$ cat src/rtl/controller_in_capture_pkg.sv
// controller_in_capture_pkg
//   Shared definitions for the controller input capture buffer.
//   - cic_ch_w      : width of a channel index for a given channel count
//   - cic_entry_w   : packed width of one FIFO entry {ch, ts, data}
//   - CIC_ENTRY_T   : parametrised packed entry struct (a package cannot
//                     hold a parametrised typedef, so it is a macro)
//   - CIC_PACK      : build an entry from its fields
//   - CIC_UNPACK    : split an entry back into its fields
`ifndef CONTROLLER_IN_CAPTURE_PKG_SV
`define CONTROLLER_IN_CAPTURE_PKG_SV

`define CIC_ENTRY_T(CHW, TSW, DW) struct packed { logic [(CHW)-1:0] ch; logic [(TSW)-1:0] ts; logic [(DW)-1:0] data; }
`define CIC_PACK(CH, TS, DATA) {CH, TS, DATA}
`define CIC_UNPACK(E, CH, TS, DATA) {CH, TS, DATA} = E

package controller_in_capture_pkg;

   function automatic int cic_ch_w(input int num_ch);
      return (num_ch <= 1) ? 1 : $clog2(num_ch);
   endfunction

   function automatic int cic_entry_w(input int num_ch, input int ts_w, input int data_w);
      return cic_ch_w(num_ch) + ts_w + data_w;
   endfunction

endpackage

`endif

$ cat src/rtl/controller_in_capture_fifo.sv
// controller_in_capture_fifo
//   Generic synchronous FIFO, first-word-fall-through read (rd_data is the
//   memory head, combinational).
//   Ports:
//     clock, reset (sync, active-low)
//     wr_en, wr_data : push (ignored when full unless a read happens too)
//     rd_en, rd_data : pop / head entry (ignored when empty)
//     empty, full    : occupancy flags
//     level          : current occupancy, 0..DEPTH
module controller_in_capture_fifo #(
   parameter int WIDTH = 8,
   parameter int DEPTH = 16
) (
   input  logic                     clock,
   input  logic                     reset,
   input  logic                     wr_en,
   input  logic [WIDTH-1:0]         wr_data,
   input  logic                     rd_en,
   output logic [WIDTH-1:0]         rd_data,
   output logic                     empty,
   output logic                     full,
   output logic [$clog2(DEPTH):0]   level
);

   localparam int AW = $clog2(DEPTH);

   logic [WIDTH-1:0] mem [DEPTH];
   logic [AW:0]      wr_ptr;
   logic [AW:0]      rd_ptr;
   logic             do_wr;
   logic             do_rd;

   // Extra pointer MSB distinguishes full from empty when the indices match.
   assign empty   = (wr_ptr == rd_ptr);
   assign full    = (wr_ptr[AW] != rd_ptr[AW]) && (wr_ptr[AW-1:0] == rd_ptr[AW-1:0]);
   assign level   = wr_ptr - rd_ptr;
   assign rd_data = mem[rd_ptr[AW-1:0]];

   assign do_rd = rd_en && !empty;
   assign do_wr = wr_en && (!full || do_rd);

   always_ff @(posedge clock) begin
      if (!reset) begin
         wr_ptr <= '0;
         rd_ptr <= '0;
      end else begin
         if (do_wr) wr_ptr <= wr_ptr + (AW+1)'(1);
         if (do_rd) rd_ptr <= rd_ptr + (AW+1)'(1);
      end
   end

   always_ff @(posedge clock) begin
      if (do_wr) mem[wr_ptr[AW-1:0]] <= wr_data;
   end

endmodule

$ cat src/rtl/controller_in_capture_buffer.sv
// controller_in_capture_buffer
//   Multi-channel capture buffer: per-channel change filter and one-entry
//   skid, round-robin arbitration into a shared FIFO, timestamping and
//   saturating loss accounting.
//   Ports:
//     clock, reset              : rising-edge clock, sync active-low reset
//     ch_valid[NUM_CH]          : per-channel sample strobe
//     ch_data[NUM_CH*DATA_WIDTH]: channel i at [i*DATA_WIDTH +: DATA_WIDTH]
//     change_only               : accept only data differing from last accepted
//     clear_drop                : clear drop_count / overflow
//     out_valid/out_ready       : head-of-FIFO stream handshake
//     out_ch, out_ts, out_data  : head entry fields
//     level                     : FIFO occupancy
//     drop_count, overflow      : saturating loss count, sticky loss flag
module controller_in_capture_buffer
   import controller_in_capture_pkg::*;
#(
   parameter int  NUM_CH     = 4,
   parameter int  DATA_WIDTH = 16,
   parameter int  DEPTH      = 16,
   parameter int  TS_WIDTH   = 16,
   parameter int  DROP_WIDTH = 8,
   localparam int CH_W       = cic_ch_w(NUM_CH)
) (
   input  logic                         clock,
   input  logic                         reset,
   input  logic [NUM_CH-1:0]            ch_valid,
   input  logic [NUM_CH*DATA_WIDTH-1:0] ch_data,
   input  logic                         change_only,
   input  logic                         clear_drop,
   output logic                         out_valid,
   input  logic                         out_ready,
   output logic [CH_W-1:0]              out_ch,
   output logic [TS_WIDTH-1:0]          out_ts,
   output logic [DATA_WIDTH-1:0]        out_data,
   output logic [$clog2(DEPTH):0]       level,
   output logic [DROP_WIDTH-1:0]        drop_count,
   output logic                         overflow
);

   typedef `CIC_ENTRY_T(CH_W, TS_WIDTH, DATA_WIDTH) entry_t;

   function automatic logic [DROP_WIDTH-1:0] sat_add(input logic [DROP_WIDTH-1:0] base,
                                                     input int inc);
      longint sum;
      sum = longint'(base) + longint'(inc);
      if (sum > longint'({DROP_WIDTH{1'b1}})) return '1;
      return DROP_WIDTH'(sum);
   endfunction

   logic [TS_WIDTH-1:0]   ts;
   logic [CH_W-1:0]       rr_ptr;
   logic [NUM_CH-1:0]     seen;
   logic [DATA_WIDTH-1:0] last_data [NUM_CH];

   logic [NUM_CH-1:0]     vld_p0;
   logic [DATA_WIDTH-1:0] skid_data_p0 [NUM_CH];
   logic [TS_WIDTH-1:0]   skid_ts_p0 [NUM_CH];

   logic [NUM_CH-1:0]     accept;
   logic [NUM_CH-1:0]     load;
   logic [NUM_CH-1:0]     gnt_oh;
   logic [CH_W-1:0]       gnt_idx;
   logic                  gnt_any;
   int                    n_drop;

   logic                  fifo_empty;
   logic                  fifo_full;
   logic                  fifo_rd;
   logic                  fifo_can_wr;
   entry_t                wr_entry;
   entry_t                rd_entry;

   assign out_valid   = !fifo_empty;
   assign fifo_rd     = out_valid && out_ready;
   assign fifo_can_wr = !fifo_full || fifo_rd;

   // Input stage: change filter. last_data/seen track every accepted sample
   // regardless of mode, so toggling change_only only affects later decisions.
   always_comb begin
      accept = '0;
      for (int i = 0; i < NUM_CH; i++) begin
         accept[i] = ch_valid[i] &&
                     (!change_only || !seen[i] ||
                      (ch_data[i*DATA_WIDTH +: DATA_WIDTH] != last_data[i]));
      end
   end

   // Arbitration stage (p0 -> FIFO): first full skid at or after rr_ptr.
   always_comb begin
      gnt_any = 1'b0;
      gnt_idx = '0;
      gnt_oh  = '0;
      if (fifo_can_wr) begin
         for (int k = 0; k < NUM_CH; k++) begin
            for (int i = 0; i < NUM_CH; i++) begin
               if (!gnt_any && vld_p0[i] && (((int'(rr_ptr) + k) % NUM_CH) == i)) begin
                  gnt_any   = 1'b1;
                  gnt_idx   = CH_W'(i);
                  gnt_oh[i] = 1'b1;
               end
            end
         end
      end
   end

   // A skid being granted this cycle frees up in time to take a new sample.
   always_comb begin
      load   = '0;
      n_drop = 0;
      for (int i = 0; i < NUM_CH; i++) begin
         if (accept[i]) begin
            if (!vld_p0[i] || gnt_oh[i]) load[i] = 1'b1;
            else                         n_drop = n_drop + 1;
         end
      end
   end

   always_ff @(posedge clock) begin
      if (!reset) begin
         ts         <= '0;
         rr_ptr     <= '0;
         vld_p0     <= '0;
         seen       <= '0;
         drop_count <= '0;
         overflow   <= 1'b0;
         for (int i = 0; i < NUM_CH; i++) last_data[i] <= '0;
      end else begin
         ts <= ts + TS_WIDTH'(1);
         if (gnt_any)
            rr_ptr <= (gnt_idx == CH_W'(NUM_CH - 1)) ? '0 : gnt_idx + CH_W'(1);
         for (int i = 0; i < NUM_CH; i++) begin
            if (load[i])        vld_p0[i] <= 1'b1;
            else if (gnt_oh[i]) vld_p0[i] <= 1'b0;
            if (accept[i]) begin
               seen[i]      <= 1'b1;
               last_data[i] <= ch_data[i*DATA_WIDTH +: DATA_WIDTH];
            end
         end
         // clear_drop wins over the old count but not over this cycle's drops.
         drop_count <= sat_add(clear_drop ? '0 : drop_count, n_drop);
         overflow   <= (n_drop != 0) || (overflow && !clear_drop);
      end
   end

   // Skid stage p0: payload registers, qualified by vld_p0.
   always_ff @(posedge clock) begin
      for (int i = 0; i < NUM_CH; i++) begin
         if (load[i]) begin
            skid_data_p0[i] <= ch_data[i*DATA_WIDTH +: DATA_WIDTH];
            skid_ts_p0[i]   <= ts;
         end
      end
   end

   assign wr_entry = `CIC_PACK(gnt_idx, skid_ts_p0[gnt_idx], skid_data_p0[gnt_idx]);

   // FIFO stage: shared queue toward the consumer.
   controller_in_capture_fifo #(
      .WIDTH (cic_entry_w(NUM_CH, TS_WIDTH, DATA_WIDTH)),
      .DEPTH (DEPTH)
   ) u_fifo (
      .clock   (clock),
      .reset   (reset),
      .wr_en   (gnt_any),
      .wr_data (wr_entry),
      .rd_en   (fifo_rd),
      .rd_data (rd_entry),
      .empty   (fifo_empty),
      .full    (fifo_full),
      .level   (level)
   );

   assign `CIC_UNPACK(rd_entry, out_ch, out_ts, out_data);

endmodule

$ cat config.mk
export PLATFORM = sky130hd
export DESIGN_NAME = controller_in_capture_buffer
export DESIGN_NICKNAME = d
export VERILOG_FILES = /design/src/rtl/controller_in_capture_pkg.sv /design/src/rtl/controller_in_capture_fifo.sv /design/src/rtl/controller_in_capture_buffer.sv
export SDC_FILE = /design/constraint.sdc
export NUM_CORES = 1
export LEC_CHECK = 0
export BUFFER_PORTS_ARGS = -buffer_cell sky130_fd_sc_hd__buf_4
export CELL_PAD_IN_SITES_DETAIL_PLACEMENT = 1
export CELL_PAD_IN_SITES_GLOBAL_PLACEMENT = 2
export CORE_MARGIN = 2
export CORE_UTILIZATION = 49
export CTS_CLUSTER_DIAMETER = 30
export DETAILED_ROUTE_END_ITERATION = 8
export GPL_ROUTABILITY_DRIVEN = 0
export GPL_TIMING_DRIVEN = 0
export PLACE_DENSITY = 0.78
export REMOVE_ABC_BUFFERS = 1
export SLEW_MARGIN = 30
export SYNTH_ARGS = -nofsm -noshare
export SYNTH_HDL_FRONTEND = slang
export SYNTH_SLANG_ARGS = --single-unit
$ cat constraint.sdc
create_clock -name clock -period 7.1 [get_ports clock]
set_input_delay 0.355 -clock clock [delete_from_list [all_inputs] [get_ports clock]]
set_output_delay 0.355 -clock clock [all_outputs]
set_load 0.03 [all_outputs]
Word-level counts from Yosys, hierarchy flattened
Memory sizes are Yosys's and may differ from the RTL's. A register that Yosys moved wholly into a read port is not among the register bits.
Index checks and enable logic that the tools add are counted.
Widths: inputs -> output; s select.
{ "classes": {"n_addsub": 12, "order_cmp": 1, "eq_ne": 20, "muxes": 123, "bitwise_logic": 7, "n_reduce_logical": 94} }
{ "op_table": {"columns": ["op", "count"], "rows": [
  ["$mux 32", 6],
  ["$logic_not 32->1", 4],
  ["$add 32x2->32 const B", 3],
  ["$mux 1", 91],
  ["$mux 16", 4],
  ["$ne 16x16->1", 4],
  ["$logic_and 1x1->1", 40],
  ["$add 9x32->33", 1],
  ["$gt 33x9->1 const B", 1],
  ["$mux 2", 16],
  ["$reduce_bool 32->1", 1],
  ["$logic_not 1->1", 27],
  ["$mux 8", 3],
  ["$eq 3x3->1 const B", 6],
  ["$add 16x1->16 const B", 1],
  ["$logic_or 1x1->1", 15],
  ["$mux 4", 3],
  ["$add 5x1->5 const B", 2],
  ["$eq 3x2->1 const B", 3],
  ["$reduce_bool 2->1", 4],
  ["$eq 2x2->1 const B", 3],
  ["$reduce_or 2->1", 3],
  ["$eq 5x5->1", 1],
  ["$sub 5x5->5", 1],
  ["7 further kinds", 14]
]} }
{ "totals": {"ff_bits": 45, "mem_bits_rw": 736, "in_bits": 73, "out_inout_bits": 49, "word_cells": 275, "n_memories": 4} }
{ "mem_list": {"columns": ["name", "depth", "width", "read_ports", "rd_ports_with_merged_regs", "wr", "line", "source"], "rows": [
  ["u_fifo.mem", 16, 34, 1, 1, 1, "controller_in_capture_fifo.sv:27", "logic [WIDTH-1:0] mem [DEPTH];"],
  ["last_data", 4, 16, 4, 0, 4, "controller_in_capture_buffer.sv:54", "logic [DATA_WIDTH-1:0] last_data [NUM_CH];"],
  ["skid_data_p0", 4, 16, 1, 0, 4, "controller_in_capture_buffer.sv:57", "logic [DATA_WIDTH-1:0] skid_data_p0 [NUM_CH];"],
  ["skid_ts_p0", 4, 16, 1, 0, 4, "controller_in_capture_buffer.sv:58", "logic [TS_WIDTH-1:0] skid_ts_p0 [NUM_CH];"]
]} }

Logic depth before layout (Yosys ltp)
{ "logic_depth": {"word_depth": 97, "ltp_mapped": 23, "depth_no_buf": 23} }

By module
A second synthesis with hierarchy kept.
{ "unflattened": {"cells_unflattened": 1665, "area_unflattened_um2": 30664.4} }
{ "modules_own_cells": {"columns": ["module", "instances", "cells_per_inst", "area_per_inst_um2", "seq_area_each_um2"], "rows": [
  ["controller_in_capture_fifo", 1, 931, 21142.8, 16615.9],
  ["controller_in_capture_buffer", 1, 734, 9521.6, 6466.2]
]} }

Worst setup path after synthesis
Ideal clock, no wire load.
{ "synth_path": {"kind": "register to register", "from": "register u_fifo.wr_ptr[0]", "to": "register drop_count[5]", "setup_ns": 0.115, "arrival_ns": 4.277, "required_time_ns": 6.985, "setup_slack_ns": 2.709, "stages_incl_launch_ff": 23, "path_buffers": 0, "synth_period_minus_slack_ns": 4.391, "path_cell_list": "dfxtp_1 > inv_1 > ha_1 > nand4_1 > nor3_2 > o21ai_1 > nor2_1 > ha_1 > o211ai_1 > o31ai_4 > ha_1 > inv_1 > mux2i_1 > ha_1 > mux2_2 > ha_1 > a21o_1 > a21oi_1 > nor2b_1 > o21ai_0 > xor2_1 > o21ai_0 > and2_1"} }
{ "synth_via": {"elab_chain_cells": 22, "elab_cells_between_ends": 28, "cone_classes": "4 x add/sub; 1 x order compare; 2 x eq/ne; 12 x mux; 9 x reduce/logical"} }
{ "synth_lines": {"columns": ["element", "line", "source"], "rows": [
  ["start, declared", "controller_in_capture_fifo.sv:28", "logic [AW:0] wr_ptr;"],
  ["start signal, assigned", "controller_in_capture_fifo.sv:47", "if (do_wr) wr_ptr <= wr_ptr + (AW+1)'(1);"],
  ["$eq 5x5->1 or $eq 4x4->1 (tied branches)", "controller_in_capture_fifo.sv:34, controller_in_capture_fifo.sv:35", null],
  ["$logic_not 1->1 or $logic_and 1x1->1 (tied branches)", "controller_in_capture_buffer.sv:74, controller_in_capture_fifo.sv:35", null],
  ["$logic_and 1x1->1 or $logic_not 1->1 (tied branches)", "controller_in_capture_buffer.sv:75, controller_in_capture_buffer.sv:76", null],
  ["$logic_or 1x1->1 (*)", "controller_in_capture_buffer.sv:76", "assign fifo_can_wr = !fifo_full || fifo_rd;"],
  ["$mux 4 (*)", "controller_in_capture_buffer.sv:94", "if (fifo_can_wr) begin"],
  ["$logic_or 1x1->1", "controller_in_capture_buffer.sv:113", "if (!vld_p0[i] || gnt_oh[i]) load[i] = 1'b1;"],
  ["$mux 1", "controller_in_capture_buffer.sv:113", null],
  ["$mux 1", "controller_in_capture_buffer.sv:112", "if (accept[i]) begin"],
  ["[6 not listed]", null, null],
  ["$add 32x2->32", "controller_in_capture_buffer.sv:114", "else n_drop = n_drop + 1;"],
  ["$mux 32", "controller_in_capture_buffer.sv:113", null],
  ["$mux 32 (*)", "controller_in_capture_buffer.sv:112", null],
  ["$add 9x32->33 (*)", "controller_in_capture_buffer.sv:46", "sum = longint'(base) + longint'(inc);"],
  ["$gt 33x9->1", "controller_in_capture_buffer.sv:47", "if (sum > longint'({DROP_WIDTH{1'b1}})) return '1;"],
  ["$mux 1", "controller_in_capture_buffer.sv:47", null],
  ["$mux 1", "controller_in_capture_buffer.sv:120", "if (!reset) begin"],
  ["$mux 8 (*)", "controller_in_capture_buffer.sv:48", "return DROP_WIDTH'(sum);"],
  ["end signal, assigned", "controller_in_capture_buffer.sv:141", "drop_count <= sat_add(clear_drop ? '0 : drop_count, n_drop);"],
  ["end, declared", "controller_in_capture_buffer.sv:37", "output logic [DROP_WIDTH-1:0] drop_count,"]
]} }
Every way passes the cells marked *; elsewhere a longest branch is shown, timed or not. The select of a mux whose other input is x is not followed.
A chain may end at the register's enable or synchronous reset.

Worst setup path after layout
{ "layout_path": {"from": "register u_fifo.wr_ptr[2]", "to": "register drop_count[5]"} }
The elaborated chain is that of the path after synthesis.

==> impl_metrics.json <==
{
  "status": "finished clean",
  "fin_cells": 2852,
  "drive_gt1_share_pct": 33.4,
  "fin_ws_ps": 1850,
  "setup_viol": 0,
  "leakage_nw": 13.6,
  "cp.required_ps": 7680,
  "synth-seq-cells": 785,
  "grt-busiest-layer": "met2",
  "grt_start_max_net_pins": 42,
  "clockBufferDepth": 3,
  "arrival_ps": 5830,
  "worst_setup_path_end_kind": "register",
  "place_area_sq_mm": 0.0342,
  "drt_pass1_iterations": 5,
  "dieArea_sq_mm": 0.0650,
  "yosys_warnings": 0,
  "cts_buffers": 149,
  "synth_area_per_cell_sq_um": 20.0,
  "holdBufCountCts": 69,
  "grt_pass1_vias": 18300,
  "htree_levels": 4,
  "layout.nets": 1982,
  "timing.final.crit_period_ps": 5250,
  "rsz0062_at_grt": "false",
  "final_max_slew_viol_count": 0,
  "drv_cap": 0,
  "synth-edff-count": 736,
  "ant_nets": 0,
  "hold_depth": 2,
  "fin_skew_ps": 33.8,
  "worstPathMaxFanout": 10,
  "start_util_pct": 49.8,
  "finalCritPeriodShare_pct": 74.0,
  "pin_count": 122,
  "synth_area_sq_mm": 0.0308,
  "r2r_slack_ps": 1850,
  "met2_usage_pct": 44.2,
  "synth_cell_types": 52,
  "die_w_microns": 255,
  "timing.fmax_mhz": 190,
  "cts-resized-gates": 0,
  "stdcell_area_sq_mm": 0.0399,
  "syn-instance-count": 1540,
  "grt_util_met1_pct": 32.1,
  "antenna_found_initial": 2,
  "first_iter_violations": 1143,
  "grt-ovfl-total": 0,
  "vdd_drop_max_uv": 236,
  "hold_end": "overflow$_SDFF_PN0_",
  "slew_headroom_pct": 36.9,
  "async_flop_share_pct": 0,
  "ys.flop_type": "edfxtp_1",
  "place_inst": 2506,
  "clk_pin_slew_ps": 50,
  "timing.rr.start": "u_fifo.wr_ptr[2]$_SDFFE_PN0P_",
  "vias_per_cell": 5.77,
  "syn_to_final_growth_pct": 29.4,
  "fp-row-count": 91,
  "io_buffers": 121,
  "power_density_mw_per_mm2": 379,
  "cts_setup_buffers": 0,
  "ff2ff_path_depth": 21,
  "dp_hpwl_microns": 49700,
  "hold_slack_ps": 104,
  "drt_wl_total_microns": 80400,
  "r2r-end": "drop_count[5]$_SDFF_PN0_",
  "nFillCells": 5155,
  "worstHoldStart": "reset",
  "tritoncts": "yes",
  "grt_usage_pct": 25.9,
  "critPathLaunchType": "register",
  "clkSinkCount": 785,
  "core-area_sq_mm": 0.0619,
  "grt.met3_usage_pct": 5.81,
  "vias": 16500,
  "root_buffer": "clkbuf_16",
  "die_y_microns": 255,
  "finalHoldViolations": 0,
  "avgRoutedWirePerCell_microns": 28.2,
  "clkLatencyLatePin_ps": 720,
  "drc": 0,
  "hold_path.class": "input pin to register",
  "worstMarginPinSlew_ps": 928,
  "dp_slack_ps": 1850,
  "grt_pass1_wl_microns": 120000,
  "path_class": "register to register",
  "ys_seq_area_share_pct": 74.8
}
==> logic make-up (layout without fill, tap and decap cells) <==
logic type / count (synthesis) / count (layout) / synth area share [%]
other: 0 / 1 / 0
buffers and inverters: 89 / 563 / 1.18
adder cells (fa/ha/maj): 20 / 20 / 0.860
flip-flops: 785 / 785 / 74.8
AO/OA/AOI/OAI: 85 / 85 / 1.84
AND/OR/NAND/NOR: 227 / 227 / 3.92
XOR/XNOR: 96 / 96 / 2.73
multiplexers: 238 / 238 / 14.6
==> Yosys cell counts (11+ instances only) <==
cell      number  area [sq um]
a21oi_1       17          85.1
and2_1        54           338
and3_1        20           125
buf_1         12          45.0
clkbuf_1      41           154
dfxtp_1       49           981
edfxtp_1     736         22100
ha_1          18           225
inv_1         20          75.1
mux2i_1       67           671
mux4_2       170          3830
nand2_1       24          90.1
nand3_1       14          70.1
nand4_1       17           106
nor2_1        59           221
o21ai_0       11          55.1
o22ai_1       33           206
xnor2_1       60           526
xor2_1        36           315
==> final cells by class <==
cell class / instances / area (sq um) / share of cell area (%)
Sequential cell: 785 / 23100 / 57.9
Multi-Input combinational cell: 666 / 7700 / 19.3
Clock buffer: 183 / 4010 / 10.1
Timing Repair Buffer: 266 / 3040 / 7.61
Tap cell: 837 / 1050 / 2.62
Clock inverter: 93 / 941 / 2.36
Inverter: 21 / 80.1 / 0.201
Antenna cell: 1 / 2.50 / 0.00627
==> cells in the final DEF, fill, tap and decap left out, drive strengths merged, types with 11 or more instances in the layout <==
cell,count
nand4,17
buf,197
o21ai,15
nor2,59
xnor2,60
and2,54
clkinvlp,11
nand3,14
dlygate4sd3,69
a21oi,19
clkbuf,183
mux2i,67
inv,36
ha,18
nand2,24
edfxtp,736
clkinv,53
and3,20
bufinv,14
o22ai,33
xor2,36
dfxtp,49
mux4,170
==> registers in the layout, summed over array words and instances, names as in the netlist, 2 cells and up, named ones only <==
| signal | cells |
|---|---|
| drop_count | 8 |
| last_data | 64 |
| rr_ptr | 2 |
| seen | 4 |
| skid_data_p0 | 64 |
| skid_ts_p0 | 64 |
| ts | 16 |
| u_fifo.mem | 544 |
| u_fifo.rd_ptr | 5 |
| u_fifo.wr_ptr | 5 |
| vld_p0 | 4 |
==> power breakdown <==
part | switching, mW | internal (mW)
registers | 0.132 | 5.55
logic | 1.39 | 1.15
clock network | 2.38 | 4.53
==> stage by stage <==
| stage | TNS (ps) | power [mW] | util (%) |
|---|---|---|---|
| global placement | -1491670 | 8.31 | 52.5 |
| floorplan | -3730 | 7.47 | - |
| CTS | 0 | 15.2 | 64.3 |
| global route | 0 | 15.6 | 64.4 |
| finish | 0 | 15.1 | 64.4 |
| detailed placement | 0 | 8.25 | 55.2 |
==> routing by layer <==
metal / wire length (microns) / part of all wire (%)
met5: 11 / 0.014
met4: 2750 / 3.4
met3: 4480 / 5.6
met2: 41400 / 52
met1: 31700 / 39
==> worst max path at each step <==
stage                     depth (start not counted)                          end                           from  slack [ps]
after floorplan                                   2                    out_ch[0]                       register        -110
after global placement                            7  u_fifo.mem[4][12]$_DFFE_PP_         rr_ptr[1]$_SDFFE_PN0P_       -3300
after detailed placement                         21     drop_count[5]$_SDFF_PN0_  u_fifo.wr_ptr[2]$_SDFFE_PN0P_        1850
after CTS                                        21     drop_count[5]$_SDFF_PN0_  u_fifo.wr_ptr[2]$_SDFFE_PN0P_        1760
after global routing                             22     drop_count[7]$_SDFF_PN0_  u_fifo.wr_ptr[2]$_SDFFE_PN0P_        1340
final                                            21     drop_count[5]$_SDFF_PN0_  u_fifo.wr_ptr[2]$_SDFFE_PN0P_        1850
==> critical path, stage by stage (launching register included) <==
cell      delay [ps]
dfxtp_1          620
ha_1             270
nand4_1          160
nor3_2           560
o21ai_1          310
nor2_1           170
ha_1             240
o211ai_1         140
o31ai_4          170
ha_1             330
inv_1             40
mux2i_1          170
ha_1             260
mux2_2           300
ha_1             270
a21o_1           180
a21oi_1          210
nor2b_1           90
o21ai_0          210
xor2_1           170
o21ai_0           80
and2_1           160
(Power assumes the default switching activity.)
